File: src/rtl/pipe_ctrl_pkg.sv
`default_nettype none
// ============================================================================
//  Module      : pipe_ctrl_pkg
//  Description : Shared definitions for the MIPS32 pipeline control unit:
//                stall-bus type, the four priority stall encodings, the
//                idle encoding, the default exception vector and a helper
//                that resolves per-stage stall requests into a stall vector.
//  Revision    : 1.0 - initial release
// ============================================================================
package pipe_ctrl_pkg;

    // Stall vector: bit 0 = PC, 1 = IF/ID, 2 = ID/EX, 3 = EX/MEM, 4 = MEM/WB,
    // 5 = WB (never stalled).
    typedef logic [5:0] StallBus;

    localparam StallBus StallMem = 6'b011111;
    localparam StallBus StallEx  = 6'b001111;
    localparam StallBus StallId  = 6'b000111;
    localparam StallBus StallIf  = 6'b000011;
    localparam StallBus NoStall  = 6'b000000;

    localparam logic [31:0] ExcVectorDefault = 32'h0000_0020;

    // A stall in a later stage must also freeze every earlier stage, so the
    // deepest requesting stage decides the whole vector.
    function automatic StallBus stall_encode(
        input logic req_mem,
        input logic req_ex,
        input logic req_id,
        input logic req_if
    );
        if (req_mem) begin
            return StallMem;
        end else if (req_ex) begin
            return StallEx;
        end else if (req_id) begin
            return StallId;
        end else if (req_if) begin
            return StallIf;
        end
        return NoStall;
    endfunction

endpackage
`default_nettype wire

File: src/rtl/pipe_ctrl_perf.sv
`default_nettype none
// ============================================================================
//  Module      : pipe_ctrl_perf
//  Description : Stall watchdog and performance counters for pipe_ctrl.
//                - run counter of consecutive PC-stall cycles, saturating at
//                  STALL_LIMIT; sets a sticky timeout flag when it gets there
//                - stall-cycle and flush counters, wrapping, with a
//                  synchronous clear that has priority over increment
//  Ports       : clk, rst (async, active-low)
//                i_stall_pc      - stall[0] of the current cycle
//                i_flush         - accepted flush this cycle
//                i_cnt_clr       - synchronous clear of both counters
//                o_stall_timeout - sticky watchdog flag (cleared by rst only)
//                o_stall_cycles  - count of cycles with stall[0]=1
//                o_flush_count   - count of accepted flushes
//  Revision    : 1.0 - initial release
// ============================================================================
module pipe_ctrl_perf #(
    parameter int STALL_LIMIT = 1024,
    parameter int CNT_W       = 32
) (
    input  logic             clk,
    input  logic             rst,
    input  logic             i_stall_pc,
    input  logic             i_flush,
    input  logic             i_cnt_clr,
    output logic             o_stall_timeout,
    output logic [CNT_W-1:0] o_stall_cycles,
    output logic [CNT_W-1:0] o_flush_count
);

    localparam int RW = $clog2(STALL_LIMIT + 1);
    localparam logic [RW-1:0] c_run_limit = RW'(STALL_LIMIT);
    localparam logic [RW-1:0] c_run_last  = RW'(STALL_LIMIT - 1);

    logic [RW-1:0]    r_run_cnt;
    logic             r_timeout;
    logic [CNT_W-1:0] r_stall_cycles;
    logic [CNT_W-1:0] r_flush_count;

    // Watchdog: the edge that brings the run to STALL_LIMIT is the edge that
    // raises the flag, hence the compare against LIMIT-1 before incrementing.
    always_ff @(posedge clk or negedge rst) begin
        if (!rst) begin
            r_run_cnt <= '0;
            r_timeout <= 1'b0;
        end else if (i_stall_pc) begin
            if (r_run_cnt >= c_run_last) begin
                r_run_cnt <= c_run_limit;
                r_timeout <= 1'b1;
            end else begin
                r_run_cnt <= r_run_cnt + RW'(1);
            end
        end else begin
            r_run_cnt <= '0;
        end
    end

    always_ff @(posedge clk or negedge rst) begin
        if (!rst) begin
            r_stall_cycles <= '0;
            r_flush_count  <= '0;
        end else if (i_cnt_clr) begin
            r_stall_cycles <= '0;
            r_flush_count  <= '0;
        end else begin
            if (i_stall_pc) begin
                r_stall_cycles <= r_stall_cycles + CNT_W'(1);
            end
            if (i_flush) begin
                r_flush_count <= r_flush_count + CNT_W'(1);
            end
        end
    end

    assign o_stall_timeout = r_timeout;
    assign o_stall_cycles  = r_stall_cycles;
    assign o_flush_count   = r_flush_count;

endmodule
`default_nettype wire

File: src/rtl/pipe_ctrl.sv
`default_nettype none
// ============================================================================
//  Module      : pipe_ctrl
//  Description : Pipeline control unit for the 5-stage MIPS32 core. Merges
//                stage stall requests into the stall vector, sequences
//                exception / ERET flushes through a RUN/DRAIN state machine,
//                supplies the redirect PC and hosts the stall watchdog and
//                performance counters.
//  Ports       : clk, rst (async, active-low)
//                stallreq_if/id/ex/mem - per-stage stall requests
//                excp_valid, excp_eret - exception / ERET from MEM stage
//                epc_i                 - ERET return address
//                cnt_clr               - clear performance counters
//                stall[5:0], flush, new_pc - combinational control outputs
//                stall_timeout, stall_cycles, flush_count - debug outputs
//  Revision    : 1.0 - initial release
// ============================================================================
module pipe_ctrl
    import pipe_ctrl_pkg::*;
#(
    parameter int          DRAIN_CYCLES = 2,
    parameter int          STALL_LIMIT  = 1024,
    parameter int          CNT_W        = 32,
    parameter logic [31:0] EXC_VECTOR   = ExcVectorDefault
) (
    input  logic             clk,
    input  logic             rst,
    input  logic             stallreq_if,
    input  logic             stallreq_id,
    input  logic             stallreq_ex,
    input  logic             stallreq_mem,
    input  logic             excp_valid,
    input  logic             excp_eret,
    input  logic [31:0]      epc_i,
    input  logic             cnt_clr,
    output logic [5:0]       stall,
    output logic             flush,
    output logic [31:0]      new_pc,
    output logic             stall_timeout,
    output logic [CNT_W-1:0] stall_cycles,
    output logic [CNT_W-1:0] flush_count
);

    // Drain counter holds DRAIN_CYCLES-1 down to 0; keep at least one bit.
    localparam int DW = (DRAIN_CYCLES > 1) ? $clog2(DRAIN_CYCLES) : 1;
    localparam logic [DW-1:0] c_drain_load = DW'(DRAIN_CYCLES - 1);

    typedef enum logic [0:0] {
        ST_RUN   = 1'b0,
        ST_DRAIN = 1'b1
    } state_t;

    state_t        r_state;
    state_t        w_state_nxt;
    logic [DW-1:0] r_drain_cnt;
    logic [DW-1:0] w_drain_nxt;
    StallBus       w_req_stall;
    StallBus       w_stall;
    logic          w_flush;
    logic [31:0]   w_new_pc;

    always_ff @(posedge clk or negedge rst) begin
        if (!rst) begin
            r_state     <= ST_RUN;
            r_drain_cnt <= '0;
        end else begin
            r_state     <= w_state_nxt;
            r_drain_cnt <= w_drain_nxt;
        end
    end

    // Outputs are held at zero while reset is asserted, so downstream stages
    // see neither a stall nor a flush during reset.
    always_comb begin
        w_req_stall = stall_encode(stallreq_mem, stallreq_ex, stallreq_id, stallreq_if);
        w_state_nxt = r_state;
        w_drain_nxt = r_drain_cnt;
        w_stall     = NoStall;
        w_flush     = 1'b0;
        w_new_pc    = '0;
        if (rst) begin
            case (r_state)
                ST_RUN: begin
                    if (excp_valid) begin
                        // Flush wins over any stall request this cycle.
                        w_flush     = 1'b1;
                        w_new_pc    = excp_eret ? epc_i : EXC_VECTOR;
                        w_state_nxt = ST_DRAIN;
                        w_drain_nxt = c_drain_load;
                    end else begin
                        w_stall = w_req_stall;
                    end
                end
                ST_DRAIN: begin
                    // Exceptions are masked while the flushed pipe refills.
                    w_stall = w_req_stall;
                    if (r_drain_cnt == '0) begin
                        w_state_nxt = ST_RUN;
                    end else begin
                        w_drain_nxt = r_drain_cnt - DW'(1);
                    end
                end
                default: begin
                    w_state_nxt = ST_RUN;
                end
            endcase
        end
    end

    assign stall  = w_stall;
    assign flush  = w_flush;
    assign new_pc = w_new_pc;

    pipe_ctrl_perf #(
        .STALL_LIMIT (STALL_LIMIT),
        .CNT_W       (CNT_W)
    ) u_perf (
        .clk             (clk),
        .rst             (rst),
        .i_stall_pc      (w_stall[0]),
        .i_flush         (w_flush),
        .i_cnt_clr       (cnt_clr),
        .o_stall_timeout (stall_timeout),
        .o_stall_cycles  (stall_cycles),
        .o_flush_count   (flush_count)
    );

endmodule
`default_nettype wire

File: config.mk
export PLATFORM = sky130hd
export DESIGN_NAME = pipe_ctrl
export DESIGN_NICKNAME = d
export VERILOG_FILES = /design/src/rtl/pipe_ctrl_pkg.sv /design/src/rtl/pipe_ctrl_perf.sv /design/src/rtl/pipe_ctrl.sv
export SDC_FILE = /design/constraint.sdc
export NUM_CORES = 1
export LEC_CHECK = 0
export ABC_CLOCK_PERIOD_IN_PS = 4350
export CAP_MARGIN = 20
export CORE_UTILIZATION = 40
export CTS_CLUSTER_DIAMETER = 60
export DETAILED_ROUTE_END_ITERATION = 8
export MAX_ROUTING_LAYER = met4
export PLACE_DENSITY = 0.72
export SYNTH_ARGS = -nofsm -noshare
export SYNTH_HDL_FRONTEND = slang
export SYNTH_HIERARCHICAL = 1
export SYNTH_SLANG_ARGS = --single-unit
File: constraint.sdc
create_clock -name clk -period 4.35 [get_ports clk]
set_input_delay 1.305 -clock clk [delete_from_list [all_inputs] [get_ports clk]]
set_output_delay 1.305 -clock clk [all_outputs]
set_load 0.005 [all_outputs]
* After elaboration in Yosys (flattened, before gate mapping)
Index checks and enable logic that the tools add are counted. W data, S select, Z words.
Word-level totals: bits in registers 78, input port bits 41, output and inout port bits 104, word-level logic and storage cells 47
Operators by class: add/sub/neg operators 4, $lt $le $gt $ge 1, eq/ne operators 1, multiplexer cells 30, bitwise gates (word level) 1, reduce and logical (&&, ||, !) cells 4
Operators with widths (count):
- $mux W32 | 8
- $add A32 B1 Y32 const B | 2
- $mux W6 | 7
- $mux W11 | 2
- $pmux W6 S2 | 1
- $add A11 B1 Y11 const B | 1
- $ge A11 B10 Y1 const B | 1
- $mux W1 | 10
- $pmux W1 S2 | 2
- $reduce_and A2 Y1 | 2
- $reduce_bool A2 Y1 | 2
- $ne A2 B2 Y1 const B | 1
- $not A1 Y1 | 1
- $sub A1 B1 Y1 const B | 1

* Logic depth before layout (Yosys ltp)
Gate-level depths: netlist (run 1).
depth in word-level cells 10, depth in mapped cells 10, gate-level depth less buffers 6

* Cells and area by module
The synthesis (run 1) kept the hierarchy.
Modules (own cells, without submodules):
- pipe_ctrl_perf | instances 1, cells an instance 407, area each 3862.5 um2, sequential area each 1901.8 um2
- pipe_ctrl | instances 1, cells an instance 56, area each 412.9 um2, sequential area each 50.0 um2

* Worst setup path before layout (run 1)
Ideal clock, no wire load.
path kind input -> register, start input port excp_valid, end register u_perf.r_stall_cycles[20] (netlist: u_perf/o_stall_cycles[20]), library setup time 0.078 ns, arrival time 3.282 ns, required time 4.272 ns, setup slack 0.990 ns, stages on the path 8, path buffers 2, cell sequence nor2b_1 > nor3b_1 > buf_2 > nand4_4 > or3_1 > buf_2 > or4_1 > a21oi_1
Between the ends: cells in the longest elaborated chain, start to end 4
RTL lines:
- start: declaration | line pipe_ctrl.sv:32 | input logic excp_valid,
- $mux W6 | line pipe_ctrl.sv:84 | if (excp_valid) begin
- $pmux W6 S2 | line pipe_ctrl.sv:82 | case (r_state)
- $mux W6 | line pipe_ctrl.sv:81 | if (rst) begin
- net stall[0] | line pipe_ctrl.sv:36 | output logic [5:0] stall,
- $reduce_bool A2 Y1 (no line)
- end signal: assignment | line pipe_ctrl_perf.sv:68 | r_stall_cycles <= r_stall_cycles + CNT_W'(1);
- end: declaration | line pipe_ctrl_perf.sv:38 | logic [CNT_W-1:0] r_stall_cycles;
The timed path passes the listed nets, and every way through them passes these cells. A chain may end at the register's enable or synchronous reset.

* Worst setup path after layout (run 1)
start input port excp_valid, end output port new_pc[12]
Between the ends: cells in the longest elaborated chain, start to end 3
RTL lines:
- $mux W32 | line pipe_ctrl.sv:84
- $mux W32 | line pipe_ctrl.sv:82
- $mux W32 | line pipe_ctrl.sv:81
- end: declaration | line pipe_ctrl.sv:38 | output logic [31:0] new_pc,
No other way between the ends.

==> results_dict.tcl, run 1 <==
set metrics [dict create \
    status "complete, no violations" \
    synth_flop_cell "dfrtp_1" \
    holdCritPathClass "reg2reg" \
    rows 37 \
    ys_types 40 \
    port-buffer-count 143 \
    final_common_cell "clkdlybuf4s50_1" \
    utilization_pct 58.0 \
    antenna_found_initial 0 \
    crit_arrival_ns 2.97 \
    crit_path_max_fanout 31 \
    syn_area_um2 4280 \
    cts_hold_buf 0 \
    die_w_um 105 \
    finalClockSkew_ns 0.0149 \
    syn_inst 463 \
    die_height_um 105 \
    min_from "u_perf/r_run_cnt[0]$_DFF_PN0_" \
    place.detailed.hpwl_um 8230 \
    synth_edf_count 0 \
    slew_headroom_pct 43.3 \
    path_delay_family "buffers and inverters" \
    grt.overflow.total 0 \
    vias 4098 \
    diodes 0 \
    crit_type "in2out" \
    hold_viol 0 \
    area_delta_synth_final_pct 40.1 \
    design.die.area_um2 11100 \
    min_period_ns 4.27 \
    vias_per_cell 5.58 \
    place_inst 721 \
    syn_area_per_cell_um2 9.23 \
    maxSlewViolCount 0 \
    cts_sinks 78 \
    fin_nets 640 \
    rsz0062_at_grt "no" \
    peakVddDrop_uv 209 \
    final_cell_mix "clkdlybuf4s50_1, dfrtp_1, a21oi_1" \
    tns_ns 0 \
    drc_errors 0 \
    ant_nets 0 \
    power_w 0.00157 \
    grt_start_max_net_pins 47 \
    first_global_vias 3888 \
    setup_viol 0 \
    firstDrtPassIters 4 \
    io_pins 145 \
    start_util_pct 41.4 \
    clk_pin_slew_worst_paths_ns 0.08 \
    root_buffer "clkbuf_8" \
    path_buf_inv 2 \
    cts_tree "done" \
    critPathMostFrequentCell "clkdlybuf4s50_1" \
    yosysWarnings 6 \
    grt_pass1_wl_um 19400 \
    worst_pin_slew_ns 0.850 \
    clk_latency_ns 0.34 \
    drive_above_1_share_pct 5.68 \
    finalWeightedCongestion 0.808 \
    p_per_area_nw_per_um2 261 \
    leakagePower_nw 2.30 \
    cts_buffers 9 \
    r2r_start "r_state$_DFFE_PN0P_" \
    clock_path_buffers 2 \
    cts_max_level 3 \
    fmax_mhz 234 \
    cp_slowest_cell "clkdlybuf4s50_1" \
    crit_chain "clkdlybuf4s50_1, and4b_4, and2_2, clkdlybuf4s50_1" \
    wl_um 11600 \
    cp-end-kind "output pin" \
    track_usage_pct 22.2 \
    drtIter0Drc 240 \
    core_um2 10300 \
    crit_path_start_kind "input pin" \
    post_cts_resized 0 \
    ys_ff_latch 78 \
    slowest_delay_ns 0.51 \
    timing.final.crit_share_pct 98.2 \
    maxCapViolations 0 \
    cp.required_ns 3.04 \
    post_cts_buffers 0 \
    synth-async-reset-ratio_pct 100 \
    layout.cells.non_filler 735 \
    crit_path_start "excp_valid" \
    wl_per_cell_um 15.8 \
    syn-num-nets 507 \
    ys_seq_area_share_pct 45.7 \
]
-- kinds of logic after synthesis --
group,count (synthesis),share of synthesized area (%)
compound gates,89,12.1
xor+xnor,28,5.74
fa+ha+maj,3,0.878
buf+inv,37,4.10
flops,78,45.7
mux,3,0.732
other cells,1,0.0877
simple gates,224,30.7
-- final timing paths --
kind                                                         end  slack (ns)  cells after the start
setup / recovery                                      new_pc[12]        0.08                      4
hold / removal                     u_perf/r_run_cnt[0]$_DFF_PN0_        0.48                      1
setup reg to reg           u_perf/o_stall_cycles[22]$_DFFE_PN0P_        1.56                      7
hold reg to reg                    u_perf/r_run_cnt[0]$_DFF_PN0_        0.48                      1
max in group asynchronous   u_perf/o_flush_count[28]$_DFFE_PN0P_        2.77                      2
min in group asynchronous                    r_state$_DFFE_PN0P_        1.08                      2
-- cell type report --
| class | instances | area (um^2) |
|---|---|---|
| Multi-Input combinational cell | 348 | 2150 |
| Sequential cell | 78 | 1950 |
| Inverter | 9 | 33.8 |
| Fill cell | 892 | 4330 |
| Timing Repair Buffer | 150 | 1480 |
| Clock buffer | 10 | 138 |
| Clock inverter | 4 | 72.6 |
| Tap cell | 136 | 170 |
-- cell usage after synthesis, types with 2 or more instances --
cell type / count / area (um^2)
dfrtp_1: 78 / 1950
a21oi_1: 43 / 215
nor2_1: 36 / 135
and2_1: 27 / 169
nand2_1: 27 / 101
o31ai_1: 25 / 188
or4_1: 25 / 188
nand3_1: 24 / 120
nand4_1: 17 / 106
or3_1: 17 / 106
o21ai_0: 16 / 80.1
clkbuf_1: 15 / 56.3
xnor2_1: 15 / 131
xor2_1: 13 / 114
and3_1: 12 / 75.1
and4_1: 11 / 96.3
inv_1: 9 / 33.8
and2_2: 6 / 45.0
buf_2: 5 / 25.0
nor3_1: 5 / 25.0
buf_1: 3 / 11.3
buf_6: 3 / 33.8
ha_1: 3 / 37.5
nor2b_1: 3 / 18.8
nor3b_1: 3 / 22.5
nor4_1: 3 / 18.8
a31oi_1: 2 / 12.5
buf_4: 2 / 15.0
mux2i_1: 2 / 20.0
nand2b_1: 2 / 12.5
nand4b_1: 2 / 17.5
-- flip-flops by register name (all words and copies together) (netlist names) --
name	cells
r_state	1
u_perf/o_flush_count	32
u_perf/o_stall_cycles	32
u_perf/r_run_cnt	11
r_drain_cnt	1
u_perf/o_stall_timeout	1
-- through the flow --
step / cell area (um^2) / setup slack, ns / hold slack, ns
finish: 5990 / 0.0776 / 0.482
global route: 5990 / 0.0220 / 0.522
detailed placement: 5780 / 0.0745 / 0.478
floorplan: 4280 / 0.990 / 0.446
global placement: 5780 / 0.142 / 0.463
CTS: 5990 / 0.0717 / 0.487
-- power by group --
group / switching, W / total [W] / internal [W]
combinational: 0.0000908 / 0.000208 / 0.000117
clock: 0.000260 / 0.000592 / 0.000332
sequential: 0.0000230 / 0.000766 / 0.000743
total: 0.000374 / 0.00157 / 0.00119
-- routing by layer --
layer	GRT usage, %	routed length [um]
met5	-	0
met3	3.28	469
met1	29.3	5100
met4	6.84	180
met2	35.4	5890
No activity file was read; power rests on OpenSTA's default activity.
==> run 2, diff against run 1 <==
- CAP_MARGIN: 20 -> default
==> results of run 2 <==
Same layout as run 1: the final DEF is identical, and so are final timing and power.
